$ cat src/rtl/bsk_prd_pkg.sv
// Shared constants and address-map helpers for the BSK command-receiver board.
package bsk_prd_pkg;

   localparam logic [6:0] VERSION = 7'h40;

   localparam int CTRL_TEST_EN_BIT = 0;
   localparam int CTRL_VER_LSB     = 1;
   localparam int CTRL_ID_LSB      = 8;

   // Command words always open the map; the argument keeps the helper family uniform.
   function automatic int cmd_base(input int n_com);
      return 0 * n_com;
   endfunction

   function automatic int ind_base(input int n_com);
      return n_com / 8;
   endfunction

   function automatic int ctrl_addr(input int n_com);
      return n_com / 8 + n_com / 16;
   endfunction

   // c is the active-high command group; each nibble is paired with its complement.
   function automatic logic [15:0] cmd_word(input logic [7:0] c);
      return {~c[7:4], c[7:4], ~c[3:0], c[3:0]};
   endfunction

endpackage

$ cat src/rtl/bsk_prd_filt_if.sv
// Asynchronous 16-bit backplane bus as seen by one board.
interface bsk_prd_filt_if #(parameter int AW = 4);
   logic [3:0]    iCS;
   logic [AW-1:0] iA;
   logic          iRd_n;
   logic          iWr_n;
   logic [15:0]   iD;
   logic [15:0]   oD;
   logic          oD_oe;

   modport master (output iCS, iA, iRd_n, iWr_n, iD, input oD, oD_oe);
   modport slave  (input iCS, iA, iRd_n, iWr_n, iD, output oD, oD_oe);
endinterface

$ cat src/rtl/bsk_com_filter.sv
// One command channel: 2-FF resync then a debounce that toggles state after
// FILT_CYC consecutive disagreeing samples.
module bsk_com_filter #(
   parameter int FILT_CYC = 8
) (
   input  logic clk,
   input  logic aclr,
   input  logic com_n,
   output logic state
);
   localparam int CW = $clog2(FILT_CYC + 1);

   logic [1:0]    sync;
   logic [CW-1:0] cnt;

   always_ff @(posedge clk or posedge aclr) begin
      if (aclr) begin
         sync  <= 2'b11;
         state <= 1'b1;
         cnt   <= '0;
      end else begin
         sync <= {sync[0], com_n};
         if (sync[1] == state) begin
            cnt <= '0;
         end else if (cnt == CW'(FILT_CYC - 1)) begin
            state <= ~state;
            cnt   <= '0;
         end else begin
            cnt <= cnt + 1'b1;
         end
      end
   end
endmodule

$ cat src/rtl/bsk_prd_filt.sv
// Command-receiver board controller: debounced command inputs, indication and control
// registers on the async backplane bus. Define BSK_PRD_TEST_EN to enable the test-signal gate.
module bsk_prd_filt
   import bsk_prd_pkg::*;
#(
   parameter int         N_COM     = 16,
   parameter int         FILT_CYC  = 8,
   parameter logic [3:0] CS_CODE   = 4'b1011,
   parameter logic [7:0] UNIT_CODE = 8'hA4,
   parameter int         AW        = 4
) (
   input  logic                 clk,
   input  logic                 aclr,
   input  logic                 unit,
   bsk_prd_filt_if.slave        bus,
   input  logic [N_COM-1:0]     iCom_n,
   output logic [N_COM-1:0]     oComInd_n,
   output logic                 oCS_n,
   input  logic                 iBl,
   input  logic                 iTest,
   output logic                 oTest
);
   localparam int NW   = N_COM / 8;
   localparam int NI   = N_COM / 16;
   localparam int CMD  = cmd_base(N_COM);
   localparam int IND  = ind_base(N_COM);
   localparam int CTRL = ctrl_addr(N_COM);

   logic [N_COM-1:0] com_state;
   logic [N_COM-1:0] com_ind;
   logic             cs;
   logic [7:0]       unit_id;
   logic [15:0]      rd_dat;
   logic             test_en;

   logic [1:0]       wr_sync;
   logic             wr_s;
   logic             wr_d;
   logic [1:0]       sync_vld;
   logic             armed;
   logic             cap_cs;
   logic [AW-1:0]    cap_a;
   logic [15:0]      cap_d;
   logic             commit;

   for (genvar i = 0; i < N_COM; i++) begin : g_com
      bsk_com_filter #(.FILT_CYC(FILT_CYC)) u_filt (
         .clk   (clk),
         .aclr  (aclr),
         .com_n (iCom_n[i]),
         .state (com_state[i])
      );
   end

   assign cs      = (bus.iCS == {CS_CODE[3:2], ~unit, CS_CODE[0]});
   assign oCS_n   = ~cs;
   assign unit_id = UNIT_CODE + {7'd0, unit};

   assign wr_s   = wr_sync[1];
   assign commit = wr_s && !wr_d && cap_cs;

   // A write only counts once a real idle-high strobe has been seen through the
   // synchroniser, so a low phase straddling reset is dropped rather than committed.
   always_ff @(posedge clk or posedge aclr) begin
      if (aclr) begin
         wr_sync  <= 2'b11;
         wr_d     <= 1'b1;
         sync_vld <= 2'b00;
         armed    <= 1'b0;
         cap_cs   <= 1'b0;
         cap_a    <= '0;
         cap_d    <= '0;
         com_ind  <= '0;
      end else begin
         wr_sync  <= {wr_sync[0], bus.iWr_n};
         wr_d     <= wr_s;
         sync_vld <= {sync_vld[0], 1'b1};
         if (sync_vld[1] && wr_s)
            armed <= 1'b1;
         if (!wr_s && armed) begin
            cap_cs <= cs;
            cap_a  <= bus.iA;
            cap_d  <= bus.iD;
         end
         for (int j = 0; j < NI; j++) begin
            if (commit && cap_a == AW'(IND + j))
               com_ind[16*j +: 16] <= cap_d;
         end
      end
   end

`ifdef BSK_PRD_TEST_EN
   always_ff @(posedge clk or posedge aclr) begin
      if (aclr)
         test_en <= 1'b0;
      else if (commit && cap_a == AW'(CTRL))
         test_en <= cap_d[CTRL_TEST_EN_BIT];
   end
`else
   assign test_en = 1'b0;
`endif

   always_comb begin
      rd_dat = '0;
      for (int k = 0; k < NW; k++) begin
         if (bus.iA == AW'(CMD + k))
            rd_dat = cmd_word(~com_state[8*k +: 8]);
      end
      for (int j = 0; j < NI; j++) begin
         if (bus.iA == AW'(IND + j))
            rd_dat = com_ind[16*j +: 16];
      end
      if (bus.iA == AW'(CTRL)) begin
         rd_dat[15:CTRL_ID_LSB]                = unit_id;
         rd_dat[CTRL_ID_LSB-1:CTRL_VER_LSB]    = VERSION;
         rd_dat[CTRL_TEST_EN_BIT]              = test_en;
      end
   end

   assign bus.oD    = rd_dat;
   assign bus.oD_oe = cs && !bus.iRd_n;
   assign oComInd_n = ~com_ind;
   assign oTest     = iTest && test_en && !iBl;

endmodule

$ cat src/flat_wrapper.sv
// flat-port wrapper written by rule: the top's interface ports become plain ports
module bsk_prd_filt_flat import bsk_prd_pkg::*;
#(
   parameter int         N_COM     = 16,
   parameter int         FILT_CYC  = 8,
   parameter logic [3:0] CS_CODE   = 4'b1011,
   parameter logic [7:0] UNIT_CODE = 8'hA4,
   parameter int         AW        = 4
)
  (clk, aclr, unit, iCom_n, oComInd_n, oCS_n, iBl, iTest, oTest, bus_iCS, bus_iA, bus_iRd_n, bus_iWr_n, bus_iD, bus_oD, bus_oD_oe);
  bsk_prd_filt_if #(.AW(AW)) bus_i ();
  input  logic clk;
  input  logic aclr;
  input  logic unit;
  input  logic [N_COM-1:0] iCom_n;
  output logic [N_COM-1:0] oComInd_n;
  output logic oCS_n;
  input  logic iBl;
  input  logic iTest;
  output logic oTest;
  input wire logic [$bits(bus_i.iCS)-1:0] bus_iCS;
  input wire logic [$bits(bus_i.iA)-1:0] bus_iA;
  input wire logic [$bits(bus_i.iRd_n)-1:0] bus_iRd_n;
  input wire logic [$bits(bus_i.iWr_n)-1:0] bus_iWr_n;
  input wire logic [$bits(bus_i.iD)-1:0] bus_iD;
  output wire logic [$bits(bus_i.oD)-1:0] bus_oD;
  output wire logic [$bits(bus_i.oD_oe)-1:0] bus_oD_oe;
  assign bus_i.iCS = bus_iCS;
  assign bus_i.iA = bus_iA;
  assign bus_i.iRd_n = bus_iRd_n;
  assign bus_i.iWr_n = bus_iWr_n;
  assign bus_i.iD = bus_iD;
  assign bus_oD = bus_i.oD;
  assign bus_oD_oe = bus_i.oD_oe;
  bsk_prd_filt #(.N_COM(N_COM), .FILT_CYC(FILT_CYC), .CS_CODE(CS_CODE), .UNIT_CODE(UNIT_CODE), .AW(AW)) u_core (.clk(clk), .aclr(aclr), .unit(unit), .bus(bus_i), .iCom_n(iCom_n), .oComInd_n(oComInd_n), .oCS_n(oCS_n), .iBl(iBl), .iTest(iTest), .oTest(oTest));
endmodule
$ cat config.mk
export PLATFORM = sky130hd
export DESIGN_NAME = bsk_prd_filt_flat
export DESIGN_NICKNAME = d
export VERILOG_FILES = /design/src/rtl/bsk_prd_pkg.sv /design/src/rtl/bsk_prd_filt_if.sv /design/src/rtl/bsk_com_filter.sv /design/src/rtl/bsk_prd_filt.sv /design/src/flat_wrapper.sv
export SDC_FILE = /design/constraint.sdc
export NUM_CORES = 1
export LEC_CHECK = 0
export CORE_MARGIN = 5
export CORE_UTILIZATION = 55
export DETAILED_ROUTE_END_ITERATION = 16
export GPL_ROUTABILITY_DRIVEN = 0
export PLACE_DENSITY_LB_ADDON = 0.15
export SYNTH_ARGS = -nofsm -noshare
export SYNTH_HDL_FRONTEND = slang
export SYNTH_HIERARCHICAL = 1
export SYNTH_SLANG_ARGS = --single-unit
$ cat constraint.sdc
create_clock -name clk -period 2.8 [get_ports clk]
set_input_delay 0.7 -clock clk [delete_from_list [all_inputs] [get_ports clk]]
set_output_delay 0.7 -clock clk [all_outputs]
set_load 0.1 [all_outputs]
==> flow_metrics.py <==
metrics = {
    "route": {
        "avgViaCountPerCell": 5.580,
        "ant_nets": 0,
        "vias": 4157,
        "remaining_drc_errors": 0,
        "dr.pass1.iters": 4,
        "wire_per_inst_um": 18.54,
        "wl_mm": 13.81,
        "drtIter0Drc": 219,
    },
    "floorplan": {
        "initial_utilization_pct": 56.71,
        "fp-row-count": 39,
        "die_area_um2": 14150,
        "pin_count": 82,
        "chipWidth_um": 119.0,
        "coreArea_um2": 11520,
        "dieHeight_um": 119.0,
    },
    "clock_network": {
        "clock_path_buffers": 2,
        "cts_buffers": 17,
        "cts_sinks": 155,
        "hold_buffers": 0,
        "insertion_delay_ps": 420,
        "clk_pin_slew_ps": 60,
        "clock-root-buffer": "clkbuf_16",
        "ctsHtreeMaxLevel": 4,
        "cts_tree": "done",
    },
    "sta": {
        "max_slew_margin_pct": 65.50,
        "finalHoldViolCount": 0,
        "period_minus_slack_ps": 2742,
        "timing.fmax_ghz": 0.3647,
        "setup-violations-final": 0,
        "fin_skew_ps": 4.921,
        "worst_pin_slew_ps": 515.1,
        "rsz0062_at_grt": "false",
        "slew_violations": 0,
        "fin_crit_sh_pct": 97.92,
        "fin_ws_ps": 58.35,
    },
    "yosys": {
        "synth_top_area_cell": "dfrtp_1",
        "async_flop_share_pct": 100.0,
        "ys.flop_type": "dfrtp_1",
        "synth.net_count": 544,
        "synth_seq_area_share_pct": 60.36,
        "synth_area_leaders": "dfrtp_1, dfstp_2, mux2_2, xnor2_1, mux2_4",
        "synth_seq_cells": 155,
        "synth_top_area_share_pct": 39.85,
        "syn_inst": 481,
        "synth_area_um2": 6531,
        "ys_types": 34,
        "synth.avg_cell_area_um2": 13.58,
        "synth_edf_count": 0,
        "yosysWarnings": 6,
    },
    "pwr": {
        "peakVddDrop_v": 0.0007038,
        "p_int_uw": 5050,
        "p_leak_uw": 0.003660,
        "switchingPower_uw": 2195,
        "combPwrFrac_pct": 23.6,
        "swShare_pct": 30.30,
        "totalPowerFinal_uw": 7245,
        "clkPwrFrac_pct": 31.5,
        "powerDensity_nw_per_um2": 847.2,
        "pwr-share-seq_pct": 44.9,
    },
    "critical_path": {
        "crit_path_max_fanout": 2,
        "cp_data_required_time_ps": 2100,
        "critPathLaunchType": "primary input",
        "arrival_ps": 2040,
        "crit_type": "in2out",
        "cp-end-kind": "primary output",
    },
    "placed_design": {
        "hpwl_mm": 9.641,
        "port_buffers": 78,
        "post-place-ws_ps": -210.3,
    },
    "global_routing": {
        "grt-ovfl-total": 0,
        "grt_pass1_vias": 4680,
        "grt_pass1_wl_mm": 23.43,
        "grt_usage_pct": 21.18,
        "grt_start_max_net_pins": 44,
        "antenna_found_initial": 0,
    },
    "final_layout": {
        "post-route-util_pct": 74.26,
        "num_antenna_cells": 0,
        "drive_gt1_share_pct": 37.21,
        "layout.nets": 652,
        "area_growth_pct": 30.94,
        "fill_cells": 741,
    },
    "run_status": {
        "outcome": "finished clean",
    },
    "flow_run": {
        "maxCapViolCount": 0,
    },
    "worst_hold_path": {
        "holdCritPathClass": "reg2reg",
    },
}
-- routing by layer --
metal / track usage, % / routed length (um) / part of all wire [%] / up-vias
li1: - / - / - / 1903
met5: 0 / 0 / 0 / -
met4: 8.834 / 249 / 1.8 / 0
met2: 36.09 / 7141 / 52 / 102
met1: 25.90 / 5883 / 43 / 2127
met3: 5.213 / 536 / 3.9 / 25
-- state kept, by name, indices dropped and copies added (netlist names) --
register	cells
u_core/wr_sync	2
u_core/wr_d	1
u_core/g_com.u_filt/state	16
u_core/cap_d	16
u_core/sync_vld	2
u_core/g_com.u_filt/sync	32
u_core/cap_a	4
u_core/com_ind	16
u_core/cap_cs	1
u_core/armed	1
u_core/g_com.u_filt/cnt	64
-- cell type report --
class                   instances  area [um2]  share of cell area [%]
flip-flops and latches        155        3943                   46.10
clock buffers                  24       471.7                   5.516
multi-input cells             266        2540                   29.70
well taps                     143       178.9                   2.092
clock inverters                 8       117.6                   1.375
inverters                      51       191.4                   2.238
repair buffers                 98        1110                   12.98
-- power groups by stage --
| stage | clock network, uW | registers [uW] | logic (uW) |
|---|---|---|---|
| floorplan | 0 | 3110 | 1220 |
| global placement | 0 | 3180 | 1560 |
| detailed placement | 0 | 3230 | 1650 |
| CTS | 2330 | 3240 | 1730 |
| global route | 2440 | 3320 | 1860 |
| finish | 2280 | 3250 | 1710 |
-- critical path, cell delays in order --
cell and delay (ps):
clkdlybuf4s50_1 510, xor2_1 260, nand4b_1 210, buf_4 210, buf_12 160
-- cells in the final DEF (no fill, tap or decap), drive strengths merged, types with 2 or more instances in the layout --
master / netlist / layout
a211oi: 17 / 17
a21oi: 3 / 3
a221oi: 3 / 3
a22oi: 3 / 3
a2bb2oi: 5 / 5
a311oi: 16 / 16
and4: 16 / 16
buf: 4 / 54
bufinv: 0 / 3
clkbuf: 5 / 24
clkdlybuf4s50: 0 / 40
clkinv: 1 / 5
conb: 2 / 2
dfrtp: 104 / 104
dfstp: 51 / 51
dlygate4sd2: 0 / 2
dlymetal6s2s: 0 / 2
ha: 16 / 16
inv: 50 / 50
mux2: 52 / 52
mux2i: 10 / 10
nand2: 6 / 6
nand3b: 16 / 16
nand4b: 17 / 17
nor2: 27 / 27
nor2b: 18 / 18
xnor2: 32 / 32
-- through the flow --
stage                     cell area (um2)  hold WS (ps)  TNS (ps)  instances
after global placement               7826         333.1     -1846        712
after detailed placement             7826         334.7     -1808        712
after floorplan                      6601         331.2     -7704        481
after global routing                 8552         353.9         0        745
final                                8552         346.8         0        745
after CTS                            8544         348.5         0        745
-- repair_timing --
action | CTS | global route
setup buffers | 1 | 0
pin swaps | 1 | 2
endpoints found under the setup margin | 15 | 10
resized for setup | 24 | 3
-- worst paths after layout --
check	from	to	slack [ps]	cells past startpoint
worst max-delay path	unit	oCS_n	60	5
worst min-delay path	u_core/sync_vld[0]$_DFF_PP0_	u_core/sync_vld[1]$_DFF_PP0_	350	0
worst max register to register	u_core/cap_a[0]$_DFFE_PP0P_	u_core/com_ind[8]$_DFFE_PP0P_	840	4
worst min register to register	u_core/sync_vld[0]$_DFF_PP0_	u_core/sync_vld[1]$_DFF_PP0_	350	0
max in group asynchronous	aclr	u_core/wr_sync[0]$_DFF_PP1_	1660	4
min in group asynchronous	aclr	u_core/g_com[12].u_filt/cnt[1]$_DFF_PP0_	760	3
-- synthesized netlist by cell type, types with 5 or more instances --
| cell type | count |
|---|---|
| dfstp_2 | 51 |
| clkbuf_1 | 5 |
| xnor2_1 | 32 |
| inv_1 | 50 |
| nand4b_1 | 17 |
| a211oi_1 | 17 |
| nor2_1 | 27 |
| mux2i_1 | 10 |
| mux2_2 | 34 |
| nor2b_1 | 18 |
| ha_1 | 16 |
| and4_2 | 16 |
| a311oi_1 | 16 |
| a2bb2oi_1 | 5 |
| dfrtp_1 | 104 |
| nand2_1 | 6 |
| nand3b_1 | 16 |
| mux2_4 | 16 |
-- logic make-up (layout without fill, tap and decap cells) --
kind of cell             after synthesis  count (layout)  share of synthesized area [%]
adder cells (fa/ha/maj)               16              16                          3.065
XOR/XNOR                              33              33                          4.425
AO/OA/AOI/OAI                         49              49                          6.034
buffers and inverters                 60             181                          3.621
AND/OR/NAND/NOR                      104             104                          10.96
multiplexers                          62              62                          11.42
other                                  2               2                         0.1150
flip-flops                           155             155                          60.36
(Power assumes the default switching activity.)
